==> src/rtl/uat_arbiter.sv <==
// uat_arbiter -- round-robin packet arbiter sharing one uat transmitter.
//
// Grants one requester per packet (round-robin from ptr), optionally emits a
// source-ID header byte (8'hA0 | id), then forwards the owner's bytes to the
// uat one at a time, holding the grant until req_last. A granted requester
// that idles for TIMEOUT cycles in DATA has its packet aborted.
//
// Ports:
//   clk, rst     clock, asynchronous active-high reset
//   req_valid    per-requester byte valid            [N_REQ]
//   req_data     per-requester byte, lane i at [8*i+7:8*i]
//   req_last     byte is last of packet              [N_REQ]
//   req_ready    byte accepted on valid & ready      [N_REQ]
//   tx_data      byte to uat
//   tx_valid     one-cycle strobe to uat
//   tx_busy      uat busy
//   grant        one-hot current owner, zero when idle
//   active       packet in progress
//   err_timeout  one-cycle pulse on packet abort
module uat_arbiter #(
  parameter int N_REQ     = 4,
  parameter bit HEADER_EN = 1'b1,
  parameter int TIMEOUT   = 65535
) (
  input  logic               clk,
  input  logic               rst,
  input  logic [N_REQ-1:0]   req_valid,
  input  logic [8*N_REQ-1:0] req_data,
  input  logic [N_REQ-1:0]   req_last,
  output logic [N_REQ-1:0]   req_ready,
  output logic [7:0]         tx_data,
  output logic               tx_valid,
  input  logic               tx_busy,
  output logic [N_REQ-1:0]   grant,
  output logic               active,
  output logic               err_timeout
);

  localparam int PW = (N_REQ > 1) ? $clog2(N_REQ) : 1;

  typedef enum logic [1:0] {S_IDLE, S_HDR, S_DATA} state_t;

  state_t        state;
  logic [PW-1:0] ptr;
  logic [PW-1:0] g;
  logic [19:0]   tmo_cnt;

  // tx_valid is registered, so gating on it guarantees no back-to-back strobes
  // and covers the cycle before the uat raises busy.
  logic tx_free;
  assign tx_free = !tx_busy && !tx_valid;
  assign active  = (state != S_IDLE);

  // Round-robin search: first valid index at or above ptr, wrapping.
  logic          hit;
  logic [PW-1:0] sel;
  int            idx;
  always_comb begin
    hit = 1'b0;
    sel = '0;
    idx = 0;
    for (int k = 0; k < N_REQ; k++) begin
      idx = int'(ptr) + k;
      if (idx >= N_REQ) idx = idx - N_REQ;
      if (!hit && req_valid[idx]) begin
        hit = 1'b1;
        sel = PW'(idx);
      end
    end
  end

  logic [N_REQ-1:0] sel_oh;
  always_comb begin
    sel_oh      = '0;
    sel_oh[sel] = 1'b1;
  end

  logic [PW-1:0] ptr_nxt;
  assign ptr_nxt = (int'(g) + 1 >= N_REQ) ? '0 : g + PW'(1);

  logic [3:0] id4;
  assign id4 = 4'(g);

  logic [7:0] data_g;
  assign data_g = req_data[int'(g)*8 +: 8];

  always_comb begin
    req_ready = '0;
    if (state == S_DATA && tx_free) req_ready[g] = 1'b1;
  end

  always_ff @(posedge clk or posedge rst) begin
    if (rst) begin
      state       <= S_IDLE;
      ptr         <= '0;
      g           <= '0;
      grant       <= '0;
      tx_valid    <= 1'b0;
      tx_data     <= 8'h00;
      err_timeout <= 1'b0;
      tmo_cnt     <= '0;
    end else begin
      tx_valid    <= 1'b0;
      err_timeout <= 1'b0;
      case (state)
        S_IDLE: begin
          if (hit) begin
            g       <= sel;
            grant   <= sel_oh;
            tmo_cnt <= '0;
            state   <= HEADER_EN ? S_HDR : S_DATA;
          end
        end
        S_HDR: begin
          if (tx_free) begin
            tx_data  <= 8'hA0 | {4'h0, id4};
            tx_valid <= 1'b1;
            state    <= S_DATA;
          end
        end
        S_DATA: begin
          if (req_valid[g]) begin
            // Valid but uat not free: backpressure, timer holds.
            if (tx_free) begin
              tx_data  <= data_g;
              tx_valid <= 1'b1;
              tmo_cnt  <= '0;
              if (req_last[g]) begin
                state <= S_IDLE;
                grant <= '0;
                ptr   <= ptr_nxt;
              end
            end
          end else if (tmo_cnt == 20'(TIMEOUT - 1)) begin
            err_timeout <= 1'b1;
            grant       <= '0;
            ptr         <= ptr_nxt;
            state       <= S_IDLE;
          end else begin
            tmo_cnt <= tmo_cnt + 20'd1;
          end
        end
        default: state <= S_IDLE;
      endcase
    end
  end

endmodule

==> config.mk <==
export PLATFORM = sky130hd
export DESIGN_NAME = uat_arbiter
export DESIGN_NICKNAME = d
export VERILOG_FILES = /design/src/rtl/uat_arbiter.sv
export SDC_FILE = /design/constraint.sdc
export NUM_CORES = 1
export LEC_CHECK = 0
export CORE_ASPECT_RATIO = 1.75
export CORE_UTILIZATION = 54
export DETAILED_ROUTE_END_ITERATION = 16
export GPL_TIMING_DRIVEN = 1
export PLACE_DENSITY = 0.82
export SLEW_MARGIN = 20
export SYNTH_ARGS = -nofsm -noshare
export SYNTH_HDL_FRONTEND = slang
export SYNTH_SLANG_ARGS = --single-unit
==> constraint.sdc <==
create_clock -name clk -period 3.4 [get_ports clk]
set_input_delay 0.68 -clock clk [delete_from_list [all_inputs] [get_ports clk]]
set_output_delay 0.68 -clock clk [all_outputs]
set_load 0.02 [all_outputs]
# Word level (Yosys, flattened, before mapping)
# Index checks and enable logic that the tools add are counted.
# W data, S select, Z words.
# word_totals
reg_bits	40
output_inout_bits	19
inputBits	43
# classes
n_lt_le_gt_ge	13
n_mux	66
addsub	10
reduce_logical	23
eq_ne	13
shifts	1
# ops
op	count
$lt A32 B4 Y1 const B	4
$mux W32	4
$mux W20	4
$pmux W20 S2	1
$shiftx A32 B6 Y8	1
$mux W2	15
$mux W4	6
$mux W8	3
$mux W1	21
$add A20 B1 Y20 const B	1
$eq A20 B16 Y1 const B	1
$pmux W8 S2	1
$bmux W1 S2	6
$ge A3 B3 Y1 const B	4
$reduce_and A4 Y1	3
$sub A3 B3 Y4 const B	3
$reduce_and A5 Y1	2
$ne A2 B2 Y1 const B	4
$pmux W4 S2	1
$reduce_bool A2 Y1	4
$logic_and A1 B1 Y1	7
$add A2 B1 Y3 const B	2
$add A2 B2 Y3 const B	2
$lt A2 B3 Y1 const B	2
other kinds (16)	24

# Longest topological paths before layout
# depth
word_depth	21
ltp_mapped	9

# Worst setup path before layout
# OpenSTA, ideal clock, no wires.
# synth_timing
path_kind	flip-flop to output port
start	reg state[0]
end	out req_ready[2]
path_stages_with_launch	6
setup_slack_ns	1.200
required_time_ns	2.720
arrival_ns	1.520
cell_sequence	dfrtp_1 inv_1 ha_1 clkbuf_1 clkbuf_1 and3_1
# synth_between
elab_chain_len	3
# synth_lines
item	line	text
from (decl)	43	state_t state;
from (signal assigned)	111	state <= HEADER_EN ? S_HDR : S_DATA;
$eq A2 B2 Y1	89	if (state == S_DATA && tx_free) req_ready[g] = 1'b1;
$logic_and A1 B1 Y1	89	
$mux W4	89	
to (decl)	30	output logic [N_REQ-1:0] req_ready,
# No other way between the ends.

# Final worst setup path
# layout_timing
start	reg g[1]
end	out req_ready[0]
# layout_between
elab_chain_len	5
elab_cells_between_ends	6
cone_classes	order compare: 2; mux: 3; reduce/logical: 1
# layout_lines
item	line	text
from (decl)	45	logic [PW-1:0] g;
from (signal assigned)	108	g <= sel;
$lt A2 B3 Y1 (implied by the code) / $ge A2 B1 Y1 (equally long branches)	89	
$logic_and A1 B1 Y1 (implied by the code)	89	
$mux W1 (implied by the code)	89	
$demux W1 S2 *	89	
$mux W4 *	89	
# Every way passes the cells marked *; elsewhere a longest branch is shown, timed or not.

==> run_results.csv <==
group,metric,value,unit
status,status,"finished clean",
detailed_routing,drc_errors,0,
cts,cts_root_buffer,"clkbuf_8",
pwr,powerDensity,637.2,mW/mm^2
cts,post-cts-setup-buffers,0,
worst_setup_path,cp_top_family,"flip-flops",
cts,cts_sinks,40,
global_route,overflow,0,
worst_setup_path,crit-reg2reg-launch,"state[0]",
sta,timing.final.crit_period,2846,ps
die,std_cell_rows,33,
min_path,hold_start,"tx_data[1]",
worst_setup_path,crit_type,"flip-flop to primary output",
global_route,grt_usage,26.82,%
global_route,grt_pass1_vias,2240,
sta,drv_slew,0,
min_path,min_delay_path_depth,2,
sta,tightest_slew,691.4,ps
cts,cts_tree,"built",
run,maxCapViolCount,0,
detailed_routing,antenna_left,0,
pwr,ir_drop,439.1,uV
cts,cts_buffer_depth,2,
worst_setup_path,crit_cells,4,
cts,cts_resized,0,
worst_setup_path,cp.arrival,2170,ps
synth,async_flop_share,100.0,%
synth,avgSynthCellArea,9.633,um^2
cts,insertion_delay,300,ps
worst_setup_path,r2r_slack,820,ps
die,start_util,55.54,%
detailed_routing,drt_wl_total,6482,um
global_route,grt_start_max_net_pins,41,
worst_setup_path,worst-r2r-cell-count,8,
synth,ys_top_cells_by_area,"dfrtp_1 (39%), mux4_2 (7.0%), ha_1 (4.3%), a21oi_1 (4.2%), nand2_1 (4.1%)",
worst_setup_path,worstReg2RegEnd,"tmo_cnt[13]",
die,die_x,54.37,um
synth,synth_area,0.002591,mm^2
min_path,hold_path_end,"tx_data[1]",
sta,setup_viol,0,
worst_setup_path,slowest_stage,"dfrtp_1",
finish,drive_above_1_share,11.08,%
sta,fin_setup_tns,0,ps
sta,maxSlewHeadroom,53.90,%
synth,synth_edf_count,0,
pwr,total_leakage_power,1.399,nW
worst_setup_path,worstPathMaxFanout,16,
sta,rsz0062_at_grt,"no",
worst_setup_path,end_kind,"primary output",
sta,finalHoldViolCount,0,
synth,yosys_warnings,0,
synth,ys_seq_area_share,38.63,%
worst_setup_path,crit_chain,"inv_1 > ha_1 > and3_1 > clkdlybuf4s50_1",
synth,synth_fp_nets,321,
detailed_routing,dr_total_vias,2332,
worst_setup_path,path_buf_inv,2,
synth,ys_seq_elements,40,
synth,syn_inst,269,
sta,post-route-period-util,83.72,%
finish,final_core_util,72.06,%
cts,path_clk_slew,80,ps
global_route,grt_pass1_wl,9991,um
placement,detailed_place.area,0.003269,mm^2
placement,gp_congestion,0.8727,
sta,timing.fmax,351.3,MHz
synth,netlist.area_leader.share,38.63,%
finish,antenna_cells,0,
synth,synth.distinct_cells,47,
worst_setup_path,startpoint_type,"flip-flop",
die,fp.dieH,93.64,um
global_route,antenna_found_initial,0,
die,io-pin-count,62,
detailed_routing,detail_route.wl_per_cell,16.79,um
worst_setup_path,cp.required,2720,ps
synth,synth.largest_area_cell,"dfrtp_1",
cts,htree_levels,2,
cts,hold_buffers,0,
detailed_routing,first_pass_iters,4,
synth,synthMostInstantiatedCell,"dfrtp_1",
finish,syn_to_final_growth,29.74,%
min_path,hold_class,"flip-flop to flip-flop",
sta,final.setup_skew,6.216,ps
sta,holdWs,483.4,ps
worst_setup_path,slowest_delay,760,ps
placement,dp.final_hpwl,4989,um
placement,numPlacedInstances,378,
finish,final_cells,386,
die,core,0.004666,mm^2
synth,synth_top_flop_cell,"dfrtp_1",
finish,layout.nets,385,
cts,cts_buffers,5,
die,dieArea,0.005090,mm^2
placement,io_buffers,61,
synth,synthTopCellsByCount,"dfrtp_1 (40), nand2_1 (28), a21oi_1 (22), o21ai_0 (16), inv_1 (14)",
detailed_routing,drtIter0Drc,35,
finish,final_area,0.003362,mm^2
detailed_routing,viasPerCell,6.041,
==> cell type report <==
| cell class | count | area [um^2] |
|---|---|---|
| Clock buffer | 6 | 82.58 |
| Inverter | 14 | 52.55 |
| Fill cell | 346 | 1304 |
| Clock inverter | 2 | 10.01 |
| Multi-Input combinational cell | 202 | 1473 |
| Sequential cell | 40 | 1001 |
| Timing Repair Buffer | 70 | 678.2 |
| Tap cell | 52 | 65.06 |
==> registers in the layout (all words and copies together), names as in the netlist <==
name         count
state            2
tx_data          8
err_timeout      1
tmo_cnt         20
grant            4
ptr              2
tx_valid         1
g                2
==> through the flow <==
stage / setup WS, ps / total power, mW
after floorplan: 1200 / 1.396
after global placement: 597.5 / 1.796
after detailed placement: 510.3 / 1.826
after CTS: 531.0 / 2.160
after global routing: 438.1 / 2.279
final: 553.5 / 2.142
==> per-layer routing <==
layer	global-route usage, %	up-vias	part of all wire (%)
met3	4.553	15	6.6
met4	11.11	0	2.4
met2	48.27	80	52
li1	-	1152	-
met5	0	-	0
met1	28.96	1085	39
==> worst min-delay path, delay by kind of cell (launching register included) <==
kind,cells,cell delay [ps]
DFF,1,350
AOI/OAI and AO/OA,1,60
and+or+nand+nor,1,40
==> power by group <==
group          switching, mW  total, mW  internal (mW)
logic                  0.599       1.12          0.517
registers              0.113      0.694          0.581
clock network          0.170      0.333          0.162
total                  0.882       2.14           1.26
==> cells in the final DEF (no fill, tap or decap), types with 2 or more instances in the layout <==
cell | Yosys | final
nand4_1 | 10 | 10
o31ai_1 | 10 | 10
mux2i_1 | 6 | 6
and3_1 | 7 | 7
nand2b_1 | 6 | 6
or3_1 | 7 | 7
nand3_1 | 5 | 5
a22o_1 | 2 | 2
o21ai_1 | 2 | 2
ha_1 | 9 | 9
clkinv_2 | 0 | 2
or4_1 | 11 | 11
nor4_1 | 4 | 4
mux4_2 | 8 | 8
nor2b_1 | 3 | 3
and2_1 | 2 | 2
nor2_1 | 8 | 8
a21oi_1 | 22 | 22
o211a_1 | 2 | 2
clkdlybuf4s50_1 | 0 | 61
nor3_1 | 3 | 3
o21a_1 | 2 | 2
dfrtp_1 | 40 | 40
inv_1 | 14 | 14
o311ai_2 | 2 | 2
a21o_1 | 3 | 3
a31oi_1 | 2 | 2
mux2_2 | 4 | 4
nand2_1 | 28 | 28
buf_4 | 0 | 9
o211ai_1 | 3 | 3
o21ai_0 | 16 | 16
mux2_4 | 2 | 2
clkbuf_8 | 0 | 6
==> logic make-up (layout without fill, tap and decap cells) <==
logic type / Yosys count / in the layout / synth area share, %
adder cells (fa/ha/maj): 9 / 9 / 4.346
buffers and inverters: 27 / 92 / 4.538
multiplexers: 20 / 20 / 12.17
AND/OR/NAND/NOR: 100 / 100 / 21.83
flip-flops: 40 / 40 / 38.63
AO/OA/AOI/OAI: 73 / 73 / 18.49
==> worst max-delay path by stage <==
stage                             from      endpoint  slack (ps)
after floorplan               state[0]  req_ready[2]        1200
after global placement    req_valid[2]   tmo_cnt[13]         600
final                             g[1]  req_ready[0]         550
after CTS                         g[1]  req_ready[0]         530
after detailed placement  req_valid[0]   tmo_cnt[13]         510
after global routing              g[1]  req_ready[1]         440
Power figures use the tool's default switching activity.
